===== config.mk =====
export PLATFORM = sky130hd
export DESIGN_NAME = adc_scan_scheduler_flat
export DESIGN_NICKNAME = d
export VERILOG_FILES = /design/src/rtl/adc_scan_scheduler_if.sv /design/src/rtl/adc_scan_scheduler.sv /design/src/flat_wrapper.sv
export SDC_FILE = /design/constraint.sdc
export NUM_CORES = 1
export LEC_CHECK = 0
export ABC_AREA = 1
export BUFFER_PORTS_ARGS = -buffer_cell sky130_fd_sc_hd__clkbuf_2
export CAP_MARGIN = 20
export CORE_MARGIN = 1
export CORE_UTILIZATION = 45
export DETAILED_ROUTE_END_ITERATION = 10
export GPL_TIMING_DRIVEN = 0
export PLACE_DENSITY = 0.63
export SYNTH_ARGS = -nofsm -noshare
export SYNTH_HDL_FRONTEND = slang
export SYNTH_SLANG_ARGS = --single-unit

===== constraint.sdc =====
create_clock -name clk -period 3 [get_ports clk]
set_input_delay 0.45 -clock clk [delete_from_list [all_inputs] [get_ports clk]]
set_output_delay 0.45 -clock clk [all_outputs]
set_load 0.005 [all_outputs]

===== src/rtl/adc_scan_scheduler_if.sv =====
// rtl/adc_scan_scheduler_if.sv - conversion request and UART byte handshake bundle
interface adc_scan_scheduler_if;
    logic       conv_start;
    logic [2:0] conv_ch;
    logic       conv_done;
    logic [9:0] conv_data;
    logic       tx_start;
    logic [7:0] tx_data;
    logic       tx_busy;

    modport master (
        output conv_start, conv_ch, tx_start, tx_data,
        input  conv_done, conv_data, tx_busy
    );

    modport slave (
        input  conv_start, conv_ch, tx_start, tx_data,
        output conv_done, conv_data, tx_busy
    );
endinterface


===== src/rtl/adc_scan_scheduler.sv =====
// rtl/adc_scan_scheduler.sv - timed ADC channel scan serialized into UART byte pairs
// Optional sync byte 0xA5 before each scan: define ADC_SCAN_SYNC_BYTE_EN.
module adc_scan_scheduler #(
    parameter int NUM_CH     = 8,
    parameter int SAMPLE_DIV = 250000
) (
    input  logic                        clk,
    input  logic                        rst_n,
    input  logic                        enable,
    input  logic [7:0]                  ch_mask,
    adc_scan_scheduler_if.master        bus,
    output logic                        scan_active,
    output logic                        overrun
);
    localparam int TW = $clog2(SAMPLE_DIV);
    localparam logic [TW-1:0] RELOAD = TW'(SAMPLE_DIV - 1);
    localparam logic [7:0] CH_VALID = 8'((16'd1 << NUM_CH) - 16'd1);

    typedef enum logic [3:0] {
        S_IDLE, S_SYNC, S_SYNC_HOLD, S_CONV, S_WAIT_CONV,
        S_SEND_LO, S_HOLD_LO, S_SEND_HI, S_HOLD_HI, S_NEXT
    } state_t;

    state_t          state_q, state_n;
    logic [TW-1:0]   timer_q;
    logic            tick_q;
    logic [7:0]      mask_q, mask_n;
    logic [1:0]      data_hi_q, data_hi_n;
    logic            hold_first_q, hold_first_n;
    logic            conv_start_q, conv_start_n;
    logic [2:0]      conv_ch_q, conv_ch_n;
    logic            tx_start_q, tx_start_n;
    logic [7:0]      tx_data_q, tx_data_n;
    logic            scan_active_q, scan_active_n;
    logic            overrun_q, overrun_n;
    logic [7:0]      masked;
    logic [3:0]      first_sel, next_sel;

    // Lowest set bit at or above 'from'; bit 3 of the result flags a hit.
    function automatic logic [3:0] pick_ch(input logic [7:0] m, input logic [3:0] from);
        logic [3:0] sel;
        sel = 4'd0;
        for (int i = 7; i >= 0; i--) begin
            if (m[i] && (i >= int'(from))) sel = {1'b1, 3'(i)};
        end
        return sel;
    endfunction

    always_ff @(posedge clk or negedge rst_n) begin
        if (!rst_n) begin
            timer_q <= RELOAD;
            tick_q  <= 1'b0;
        end else begin
            tick_q  <= (timer_q == '0);
            timer_q <= (timer_q == '0) ? RELOAD : timer_q - TW'(1);
        end
    end

    always_ff @(posedge clk or negedge rst_n) begin
        if (!rst_n) begin
            state_q       <= S_IDLE;
            mask_q        <= '0;
            data_hi_q     <= '0;
            hold_first_q  <= 1'b0;
            conv_start_q  <= 1'b0;
            conv_ch_q     <= '0;
            tx_start_q    <= 1'b0;
            tx_data_q     <= '0;
            scan_active_q <= 1'b0;
            overrun_q     <= 1'b0;
        end else begin
            state_q       <= state_n;
            mask_q        <= mask_n;
            data_hi_q     <= data_hi_n;
            hold_first_q  <= hold_first_n;
            conv_start_q  <= conv_start_n;
            conv_ch_q     <= conv_ch_n;
            tx_start_q    <= tx_start_n;
            tx_data_q     <= tx_data_n;
            scan_active_q <= scan_active_n;
            overrun_q     <= overrun_n;
        end
    end

    always_comb begin
        state_n       = state_q;
        mask_n        = mask_q;
        data_hi_n     = data_hi_q;
        hold_first_n  = 1'b0;
        conv_start_n  = 1'b0;
        conv_ch_n     = conv_ch_q;
        tx_start_n    = 1'b0;
        tx_data_n     = tx_data_q;
        scan_active_n = scan_active_q;
        overrun_n     = overrun_q | (tick_q & scan_active_q);
        masked        = ch_mask & CH_VALID;
        first_sel     = pick_ch(masked, 4'd0);
        next_sel      = pick_ch(mask_q, {1'b0, conv_ch_q} + 4'd1);

        case (state_q)
            S_IDLE: begin
                if (tick_q && !scan_active_q && enable && first_sel[3]) begin
                    mask_n        = masked;
                    scan_active_n = 1'b1;
                    conv_ch_n     = first_sel[2:0];
`ifdef ADC_SCAN_SYNC_BYTE_EN
                    state_n       = S_SYNC;
                    tx_start_n    = !bus.tx_busy;
                    tx_data_n     = 8'hA5;
`else
                    state_n       = S_CONV;
                    conv_start_n  = 1'b1;
`endif
                end
            end
            S_SYNC: begin
                if (tx_start_q) begin
                    state_n      = S_SYNC_HOLD;
                    hold_first_n = 1'b1;
                end else if (!bus.tx_busy) begin
                    tx_start_n = 1'b1;
                end
            end
            S_SYNC_HOLD: begin
                if (!hold_first_q && !bus.tx_busy) begin
                    state_n      = S_CONV;
                    conv_start_n = 1'b1;
                end
            end
            S_CONV: state_n = S_WAIT_CONV;
            S_WAIT_CONV: begin
                if (bus.conv_done) begin
                    data_hi_n  = bus.conv_data[9:8];
                    tx_data_n  = bus.conv_data[7:0];
                    tx_start_n = !bus.tx_busy;
                    state_n    = S_SEND_LO;
                end
            end
            // A SEND state leaves once its start pulse has actually been issued.
            S_SEND_LO: begin
                if (tx_start_q) begin
                    state_n      = S_HOLD_LO;
                    hold_first_n = 1'b1;
                end else if (!bus.tx_busy) begin
                    tx_start_n = 1'b1;
                end
            end
            S_HOLD_LO: begin
                if (!hold_first_q && !bus.tx_busy) begin
                    state_n    = S_SEND_HI;
                    tx_start_n = 1'b1;
                    tx_data_n  = {conv_ch_q, 3'b000, data_hi_q};
                end
            end
            S_SEND_HI: begin
                if (tx_start_q) begin
                    state_n      = S_HOLD_HI;
                    hold_first_n = 1'b1;
                end else if (!bus.tx_busy) begin
                    tx_start_n = 1'b1;
                end
            end
            S_HOLD_HI: begin
                if (!hold_first_q && !bus.tx_busy) state_n = S_NEXT;
            end
            S_NEXT: begin
                if (next_sel[3]) begin
                    conv_ch_n    = next_sel[2:0];
                    conv_start_n = 1'b1;
                    state_n      = S_CONV;
                end else begin
                    scan_active_n = 1'b0;
                    state_n       = S_IDLE;
                end
            end
            default: state_n = S_IDLE;
        endcase
    end

    assign bus.conv_start = conv_start_q;
    assign bus.conv_ch    = conv_ch_q;
    assign bus.tx_start   = tx_start_q;
    assign bus.tx_data    = tx_data_q;
    assign scan_active    = scan_active_q;
    assign overrun        = overrun_q;
endmodule

===== src/flat_wrapper.sv =====
// flat-port wrapper written by rule: the top's interface ports become plain ports
module adc_scan_scheduler_flat 
#(
    parameter int NUM_CH     = 8,
    parameter int SAMPLE_DIV = 250000
)
  (clk, rst_n, enable, ch_mask, scan_active, overrun, bus_conv_start, bus_conv_ch, bus_tx_start, bus_tx_data, bus_conv_done, bus_conv_data, bus_tx_busy);
  adc_scan_scheduler_if bus_i ();
  input  logic clk;
  input  logic rst_n;
  input  logic enable;
  input  logic [7:0] ch_mask;
  output logic scan_active;
  output logic overrun;
  output wire logic [$bits(bus_i.conv_start)-1:0] bus_conv_start;
  output wire logic [$bits(bus_i.conv_ch)-1:0] bus_conv_ch;
  output wire logic [$bits(bus_i.tx_start)-1:0] bus_tx_start;
  output wire logic [$bits(bus_i.tx_data)-1:0] bus_tx_data;
  input wire logic [$bits(bus_i.conv_done)-1:0] bus_conv_done;
  input wire logic [$bits(bus_i.conv_data)-1:0] bus_conv_data;
  input wire logic [$bits(bus_i.tx_busy)-1:0] bus_tx_busy;
  assign bus_conv_start = bus_i.conv_start;
  assign bus_conv_ch = bus_i.conv_ch;
  assign bus_tx_start = bus_i.tx_start;
  assign bus_tx_data = bus_i.tx_data;
  assign bus_i.conv_done = bus_conv_done;
  assign bus_i.conv_data = bus_conv_data;
  assign bus_i.tx_busy = bus_tx_busy;
  adc_scan_scheduler #(.NUM_CH(NUM_CH), .SAMPLE_DIV(SAMPLE_DIV)) u_core (.clk(clk), .rst_n(rst_n), .enable(enable), .ch_mask(ch_mask), .bus(bus_i), .scan_active(scan_active), .overrun(overrun));
endmodule

; Word-level counts from Yosys, hierarchy flattened
; Index checks and enable logic that the tools add are counted.
[op_classes]
add_sub_neg = 2
n_mul = 0
div_mod_pow = 0
magnitude_cmp = 8
n_eq_ne = 19
n_shift = 0
n_mux = 46
bitwise = 2
reduce_logical = 26
[op_table]
columns = op, n
row1 = $mux W4, 24
row2 = $pmux W4 S10, 1
row3 = $logic_not A18 Y1, 1
row4 = $mux W18, 1
row5 = $sub A18 B1 Y18 const B, 1
row6 = $eq A4 B3 Y1 const B, 4
row7 = $ge A3 B4 Y1 const A, 4
row8 = $mux W8, 2
row9 = $ne A2 B1 Y1 const B, 8
row10 = $pmux W8 S2, 1
row11 = $logic_and A1 B1 Y1, 12
row12 = $mux W1, 10
row13 = $reduce_and A3 Y1, 3
row14 = $eq A4 B2 Y1 const B, 2
row15 = $eq A4 B4 Y1 const B, 2
row16 = $ge A1 B4 Y1 const A, 2
row17 = $ge A2 B4 Y1 const A, 2
row18 = $reduce_and A8 Y1, 1
row19 = $mux W3, 2
row20 = $pmux W1 S3, 2
row21 = $pmux W3 S2, 1
row22 = $add A3 B1 Y4 const B, 1
row23 = $eq A4 B1 Y1 const B, 1
row24 = $logic_not A4 Y1, 1
row25 = 9 further kinds, 14
[word_totals]
ff_bits = 49
latchBits = 0
ram_bits = 0
rom_bits = 0
input_bits = 23
output_inout_bits = 15
n_memories = 0

; Longest topological paths before layout
; Gate-level depths: netlist of the first run.
[logic_depth]
word_depth = 13
depth_mapped = 12
ltp_nobuf = 12

; Worst setup path before layout of the first run
; No wires, ideal clock.
[synth_path]
kind = register to register
startpoint = register u_core.conv_ch_q[1] (netlist: u_core.bus.conv_ch[1])
endpoint = register u_core.conv_ch_q[0] (netlist: u_core.bus.conv_ch[0])
setup_time_ns = 0.118
arrival_time_ns = 1.462
required_time_ns = 2.882
setup_slack_ns = 1.420
path_stages_with_launch = 11
n_path_buf = 0
synth_period_minus_slack_ns = 1.580
path_cell_list = dfrtp_1 -> inv_1 -> ha_1 -> a21boi_0 -> nand3_1 -> nand2_1 -> nor2_2 -> nand3_2 -> nand2_2 -> nand2_1 -> nand2_1
[synth_via]
elab_chain_len = 13
[synth_lines]
columns = element, line_no
row1 = "start, declared", adc_scan_scheduler.sv:31  ; logic [2:0] conv_ch_q, conv_ch_n;
row2 = "start signal, assigned", adc_scan_scheduler.sv:77  ; conv_ch_q <= conv_ch_n;
row3 = $add A3 B1 Y4 (*), adc_scan_scheduler.sv:98  ; next_sel = pick_ch(mask_q, {1'b0, conv_ch_q} + 4'd1);
row4 = $ge A3 B4 Y1, adc_scan_scheduler.sv:44  ; if (m[i] && (i >= int'(from))) sel = {1'b1, 3'(i)};
row5 = $logic_and A1 B1 Y1, adc_scan_scheduler.sv:44
row6 = $mux W4 (7 in a row), adc_scan_scheduler.sv:44
row7 = $mux W4 (*), adc_scan_scheduler.sv:44
row8 = $mux W3 or $ne A2 B1 Y1 (tied branches), n/a
row9 = $pmux W3 S2 or $reduce_and A3 Y1 (tied branches), n/a
; Mark *: on every way between the ends. The rest lies on a longest branch, timed or not. The select of a mux whose other input is x is not followed.
; A chain may end at the register's enable or synchronous reset.

; Worst setup path in the final report of the first run
[layout_path]
startpoint = register u_core.conv_ch_q[1] (netlist: u_core.bus.conv_ch[1])
endpoint = register u_core.state_q[0]
[layout_via]
elab_chain_len = 13
[layout_lines]
columns = element, line_no
row1 = $add A3 B1 Y4 (*), adc_scan_scheduler.sv:98
row2 = $ge A3 B4 Y1, adc_scan_scheduler.sv:44
row3 = $logic_and A1 B1 Y1, adc_scan_scheduler.sv:44
row4 = $mux W4 (7 in a row), adc_scan_scheduler.sv:44
row5 = $mux W4 (*), adc_scan_scheduler.sv:44
row6 = $mux W2 (*), adc_scan_scheduler.sv:167  ; if (next_sel[3]) begin
row7 = $pmux W4 S10 (*), adc_scan_scheduler.sv:100  ; case (state_q)
row8 = "end signal, assigned", adc_scan_scheduler.sv:72  ; state_q <= state_n;
row9 = "end, declared", adc_scan_scheduler.sv:24  ; state_t state_q, state_n;
; Mark *: on every way between the ends. The rest lies on a longest branch, timed or not.

==> impl_metrics.csv, run 1 <==
group,metric,value,unit
critical_path,cp.required,3250,ps
yosys,syn_area_per_cell,7.92,µm²
critical_path,critPathKind,"register to register",
route,drc,0,
sta,fin_skew,7.80,ps
pwr,internal-power,1.29,mW
clocking,cts_tree,"built",
clocking,clockBufferDepth,2,
sta,final_max_slew_viol_count,0,
global_routing,grt_overflow,0,
critical_path,r2r_cells,11,
yosys,syn_inst,351,
yosys,yosysSeqAreaShare,44.6,%
clocking,clock-sinks,49,
pwr,p_leak,1.70,nW
sta,tns,0,ps
yosys,synth_edf_count,0,
yosys,synth_cell_types,38,
yosys,synth_commonest_cells,"nand2_1 (78), inv_1 (44), dfrtp_1 (39)",
yosys,syn_nets,378,
clocking,numCtsBuffers,5,
critical_path,r2r_slack,1170,ps
pwr,powerDensity,673,mW/mm²
final_layout,antennaDiodeCount,0,
sta,fmax,546,MHz
final_layout,n_fill_cell,622,
route,firstDrtPassIters,4,
min_path,worstHoldPathType,"input pin to async pin",
sta,min_period_over_period,61.1,%
critical_path,crit_arrival,2080,ps
yosys,yosysTopAreaCell,"dfrtp_1",
floorplanning,start_util,46.7,%
job,drv_cap,0,
sta,maxSlewHeadroom,64.9,%
route,viasPerCell,4.96,
pwr,sequentialPowerShare,42.0,%
route,wirelength,5480,µm
final_layout,layout-drive-gt1-share,25.4,%
global_routing,gr-usage-all-layers,18.9,%
pwr,p_comb_share,38.8,%
global_routing,antenna_found_initial,0,
clocking,post_cts_buffers,0,
yosys,ys_warn_count,0,
placed_design,hpwl,4180,µm
yosys,netlist_area,0.00278,mm²
critical_path,timing.rr.start,"u_core.bus.conv_ch[1]",
yosys,yosys_most_used_dff,"dfrtp_1",
sta,period_needed,1830,ps
global_routing,grt_max_degree,32,
final_layout,area_delta_synth_final,14.0,%
sta,grt_setup_unrepaired,"no",
sta,tightest_slew,527,ps
clocking,clk_latency,310,ps
floorplanning,coreArea,0.00596,mm²
sta,post-route-worst-setup-slack,1170,ps
route,routedWlPerCell,11.6,µm
clocking,cts_resized,0,
critical_path,timing.rr.end,"u_core.state_q[0]",
floorplanning,dieWidth,80.6,µm
floorplanning,num_rows,28,
global_routing,grt_pass1_vias,2254,
pwr,swShare,39.3,%
critical_path,critPathLaunchType,"register",
yosys,synth-async-reset-ratio,100,%
pwr,p_clk_share,19.3,%
route,vias,2339,
pwr,p_switching,838,µW
sta,fin_hold_ws,104,ps
clocking,clk_pin_slew,90,ps
yosys,synth_area_leaders,"dfrtp_1 (35%), nand2_1 (11%), dfstp_2 (9.5%), nand3_1 (6.5%), inv_1 (5.9%)",
global_routing,grt_pass1_wl,9500,µm
critical_path,worstPathMaxFanout,8,
final_layout,nets,423,
route,drt-initial-drc-count,109,
placed_design,portBuffers,37,
status,status,"completed",
route,ant_nets,0,
clocking,cts_hold_buf,0,
clocking,cts.htree.levels,2,
floorplanning,die-height,80.6,µm
floorplanning,io_pins,38,
placed_design,place_congestion,0.862,
sta,finalSetupViolations,0,
sta,hold_viol,0,
yosys,synth_top_area_share,35.1,%
yosys,ys_seq_elements,49,
clocking,clockRootBuffer,"clkbuf_8",
pwr,power,2.13,mW
yosys,synth_most_common_cell,"nand2_1",
pwr,irDropWorstVdd,0.273,mV
placed_design,dp_slack,1190,ps
floorplanning,die_area,0.00650,mm²
critical_path,cp-end-kind,"register",
==> cell usage in the layout, fill, tap and decap left out, types with 2 or more instances in the layout <==
cell type  count
o21ai_1        2
o21ai_2        6
xor2_1         9
nor2_1        36
nand4_1        5
nand3b_1       2
inv_1         44
nor2_2         6
o21ai_0       13
ha_1           4
mux2_2         2
a21oi_1        5
nand3_2        4
nand2_1       78
clkbuf_8       6
nor2_4         2
dfrtp_1       39
buf_6          2
clkbuf_1       2
nor3_4         2
dfstp_2       10
nand3_1       36
nand2_2       10
clkbuf_2      37
a31oi_1        5
inv_2          9
nor3_1         6
==> worst max path at each step <==
| stage | startpoint | slack [ps] | end | cells past startpoint |
|---|---|---|---|---|
| after floorplan | u_core.bus.conv_ch[1] | 1420 | u_core.bus.conv_ch[0] | 10 |
| after global placement | u_core.timer_q[0] | 1210 | u_core.timer_q[11] | 9 |
| after detailed placement | u_core.timer_q[0] | 1190 | u_core.timer_q[10] | 9 |
| after CTS | u_core.bus.conv_ch[1] | 1170 | u_core.state_q[0] | 11 |
| after global routing | u_core.bus.conv_ch[1] | 970 | u_core.state_q[0] | 11 |
| final | u_core.bus.conv_ch[1] | 1170 | u_core.state_q[0] | 11 |
==> flip-flops by register name, indices dropped and copies added, names as in the netlist <==
name and flops:
u_core.state_q 4, u_core.mask_q 8, u_core.tick_q 1, u_core.bus.tx_data 8
u_core.data_hi_q 2, u_core.timer_q 18, u_core.overrun 1, u_core.hold_first_q 1
u_core.scan_active 1, u_core.bus.conv_ch 3, u_core.bus.tx_start 1, u_core.bus.conv_start 1
==> critical path, stage by stage, from the launching register on <==
cell and delay [ps]:
dfrtp_1 500, inv_1 90, ha_1 290, a21boi_0 210
nand3_1 150, nand2_1 120, nor2_2 50, nand2_1 50
nand2_1 80, nand3_1 110, nand2_1 60, nand2_1 60
==> area by class of cell <==
class	count	area (µm²)	share of cell area, %
buffer	4	35.0	1.11
clock buffer	8	90.1	2.84
inverter	53	199	6.28
multi-input combinational	245	1310	41.3
sequential	49	1240	39.1
tap	75	93.8	2.96
timing repair buffer	38	205	6.47
==> cell families after synthesis <==
kind of cell / after synthesis / share of synthesized area, %
fa+ha+maj: 4 / 1.80
flops: 49 / 44.6
simple gates: 191 / 32.8
compound gates: 38 / 8.51
xor+xnor: 10 / 3.15
buf+inv: 57 / 8.42
mux: 2 / 0.810
==> power by group through the flow <==
stage                     combinational [mW]  sequential, mW  clock, mW
after floorplan                        0.583           0.902          0
after global placement                 0.809           0.907          0
after detailed placement               0.828           0.911          0
after CTS                              0.831           0.898      0.420
after global routing                   0.959           0.915      0.440
final                                  0.826           0.895      0.411
==> metrics by stage <==
| step | instances | utilization, % | area (µm²) |
|---|---|---|---|
| 6_report | 472 | 53.2 | 3170 |
| 3_5_place_dp | 464 | 51.7 | 3080 |
| 5_1_grt | 472 | 53.2 | 3170 |
| 2_1_floorplan | 351 | - | 2780 |
| 4_1_cts | 472 | 53.2 | 3170 |
| 3_3_place_gp | 463 | 51.4 | 3060 |
==> metal layers <==
| metal | vias up | wire [µm] | GRT usage [%] |
|---|---|---|---|
| li1 | 1214 | - | - |
| met1 | 1076 | 2590 | 23.1 |
| met2 | 38 | 2630 | 32.8 |
| met3 | 11 | 145 | 3.30 |
| met4 | 0 | 119 | 7.32 |
| met5 | - | 0 | 0 |
(Power assumes the default switching activity.)
==> inputs of run 2 (changes only) <==
==> constraint.sdc (replaced) <==
create_clock -name clk -period 1.8 [get_ports clk]
set_input_delay 0.27 -clock clk [delete_from_list [all_inputs] [get_ports clk]]
set_output_delay 0.27 -clock clk [all_outputs]
set_load 0.005 [all_outputs]
==> run 2 against run 1 <==
Worst hold slack better by 75 ps. Final cell count rose by 1.5%. Setup slack worse by 1100 ps. Combinational power up 77%. Critical endpoint is now u_core.state_q[1]. Fmax is 8.3% higher. Register-to-register slack worse by 1100 ps. Utilization up 1.6 points.
==> impl_metrics.csv, run 2 (synthesized netlist as in run 1, its figures left out) <==
group,metric,value,unit
status,status,"completed",
placed_design,hpwl,4180,µm
clocking,clockRootBuffer,"clkbuf_8",
route,routedWlPerCell,11.8,µm
pwr,p_leak,1.73,nW
route,firstDrtPassIters,4,
floorplanning,num_rows,28,
final_layout,largest_register_ffs,18,
clocking,clock-sinks,49,
final_layout,n_fill_cell,609,
final_layout,area_delta_synth_final,17.4,%
route,drt-initial-drc-count,101,
global_routing,grt_max_degree,32,
critical_path,worstPathMaxFanout,5,
sta,final_max_slew_viol_count,0,
global_routing,grt_pass1_vias,2273,
global_routing,grt_pass1_wl,9600,µm
sta,maxSlewHeadroom,64.7,%
sta,fin_skew,8.02,ps
floorplanning,die-height,80.6,µm
clocking,numCtsBuffers,5,
placed_design,place_congestion,0.862,
critical_path,critPathKind,"register to register",
global_routing,gr-usage-all-layers,19.1,%
route,wirelength,5670,µm
floorplanning,die_area,0.00650,mm²
final_layout,antennaDiodeCount,0,
sta,min_period_over_period,94.0,%
sta,finalSetupViolations,0,
min_path,worstHoldPathType,"input pin to register",
final_layout,regArea,0.00124,mm²
route,vias,2385,
sta,hold_viol,0,
final_layout,layout_commonest_cell,"nand2_1",
placed_design,dpl_cell_area,0.00308,mm²
route,viasPerCell,4.98,
job,drv_cap,0,
final_layout,final_cell_mix,"nand2_1 (75), inv_1 (43), clkbuf_2 (37), dfrtp_1 (37)",
clocking,clockBufferDepth,2,
sta,post-route-worst-setup-slack,108,ps
sta,tightest_slew,529,ps
final_layout,nets,430,
floorplanning,start_util,46.7,%
final_layout,stdcell_area,0.00326,mm²
floorplanning,coreArea,0.00596,mm²
placed_design,portBuffers,37,
sta,fmax,591,MHz
placed_design,dp_slack,-13.9,ps
critical_path,cp-end-kind,"register",
clocking,cts.htree.levels,2,
critical_path,crit_arrival,1890,ps
final_layout,largest-register,"u_core.timer_q",
pwr,irDropWorstVdd,0.542,mV
pwr,powerDensity,1110,mW/mm²
route,ant_nets,0,
critical_path,cp.required,2000,ps
clocking,clk_latency,310,ps
global_routing,antenna_found_initial,0,
global_routing,grt_overflow,0,
final_layout,layout-drive-gt1-share,29.0,%
clocking,cts_tree,"built",
floorplanning,io_pins,38,
clocking,clk_pin_slew,90,ps
route,drc,0,
final_layout,multiInputGateArea,0.00135,mm²
critical_path,critPathLaunchType,"register",
sta,tns,0,ps
floorplanning,dieWidth,80.6,µm
sta,period_needed,1690,ps
-- run 2: metal layers --
metal	GRT usage (%)	share of wire (%)
met1	23.3	46
met2	33.2	49
met3	3.30	3.2
met4	7.32	2.1
met5	0	0
-- run 2: path summary, 6_finish.rpt --
path	start	endpoint	slack (ps)	cells after the start
max	u_core.bus.conv_ch[0]	u_core.state_q[1]	110	11
min	bus_tx_busy	u_core.bus.tx_start	180	2
max reg2reg	u_core.bus.conv_ch[0]	u_core.state_q[1]	110	11
min reg2reg	u_core.overrun	u_core.overrun	460	1
max in group asynchronous	rst_n	u_core.timer_q[2]	720	3
min in group asynchronous	rst_n	u_core.bus.tx_data[1]	460	2
-- run 2: power by group --
| group | internal, mW | switching [mW] | total, mW |
|---|---|---|---|
| Clock | 0.314 | 0.370 | 0.685 |
| Sequential | 1.32 | 0.162 | 1.48 |
| Combinational | 0.576 | 0.880 | 1.46 |
-- run 2: area by class of cell --
| type | count | share of cell area [%] |
|---|---|---|
| multi-input combinational | 246 | 41.4 |
| sequential | 49 | 38.0 |
| timing repair buffer | 44 | 7.74 |
| inverter | 53 | 6.17 |
| tap | 75 | 2.87 |
| clock buffer | 8 | 2.76 |
| buffer | 4 | 1.07 |
-- run 2: repair_timing --
| item | 4_1_cts | 5_1_grt |
|---|---|---|
| hold endpoints to repair | 18 | 0 |
| resized for setup | 4 | 10 |
| setup buffers | 0 | 5 |
| hold buffers | 1 | 0 |
| gates cloned | 0 | 1 |
| pin swaps | 0 | 6 |
| setup endpoints to repair | 7 | 20 |
-- run 2: stage by stage --
| step | hold slack, ps | cells | utilization (%) | power [mW] |
|---|---|---|---|---|
| 6_report | 178 | 479 | 54.8 | 3.62 |
| 3_5_place_dp | 275 | 464 | 51.7 | 2.90 |
| 5_1_grt | 173 | 479 | 54.8 | 3.92 |
| 3_3_place_gp | 441 | 463 | 51.4 | 2.86 |
| 2_1_floorplan | -25.6 | 351 | - | 2.47 |
| 4_1_cts | 174 | 473 | 53.6 | 3.59 |
-- run 2: worst max-delay path, cell delays in order (launching register included) --
cell and delay [ps]:
dfrtp_2 440, ha_1 220, nand2_1 120, nand2_2 80
nand3b_1 120, nand2_1 100, nor2_2 120, nand2_1 80
nand2_2 80, nand3_1 90, nand2_1 80, nand2_1 50
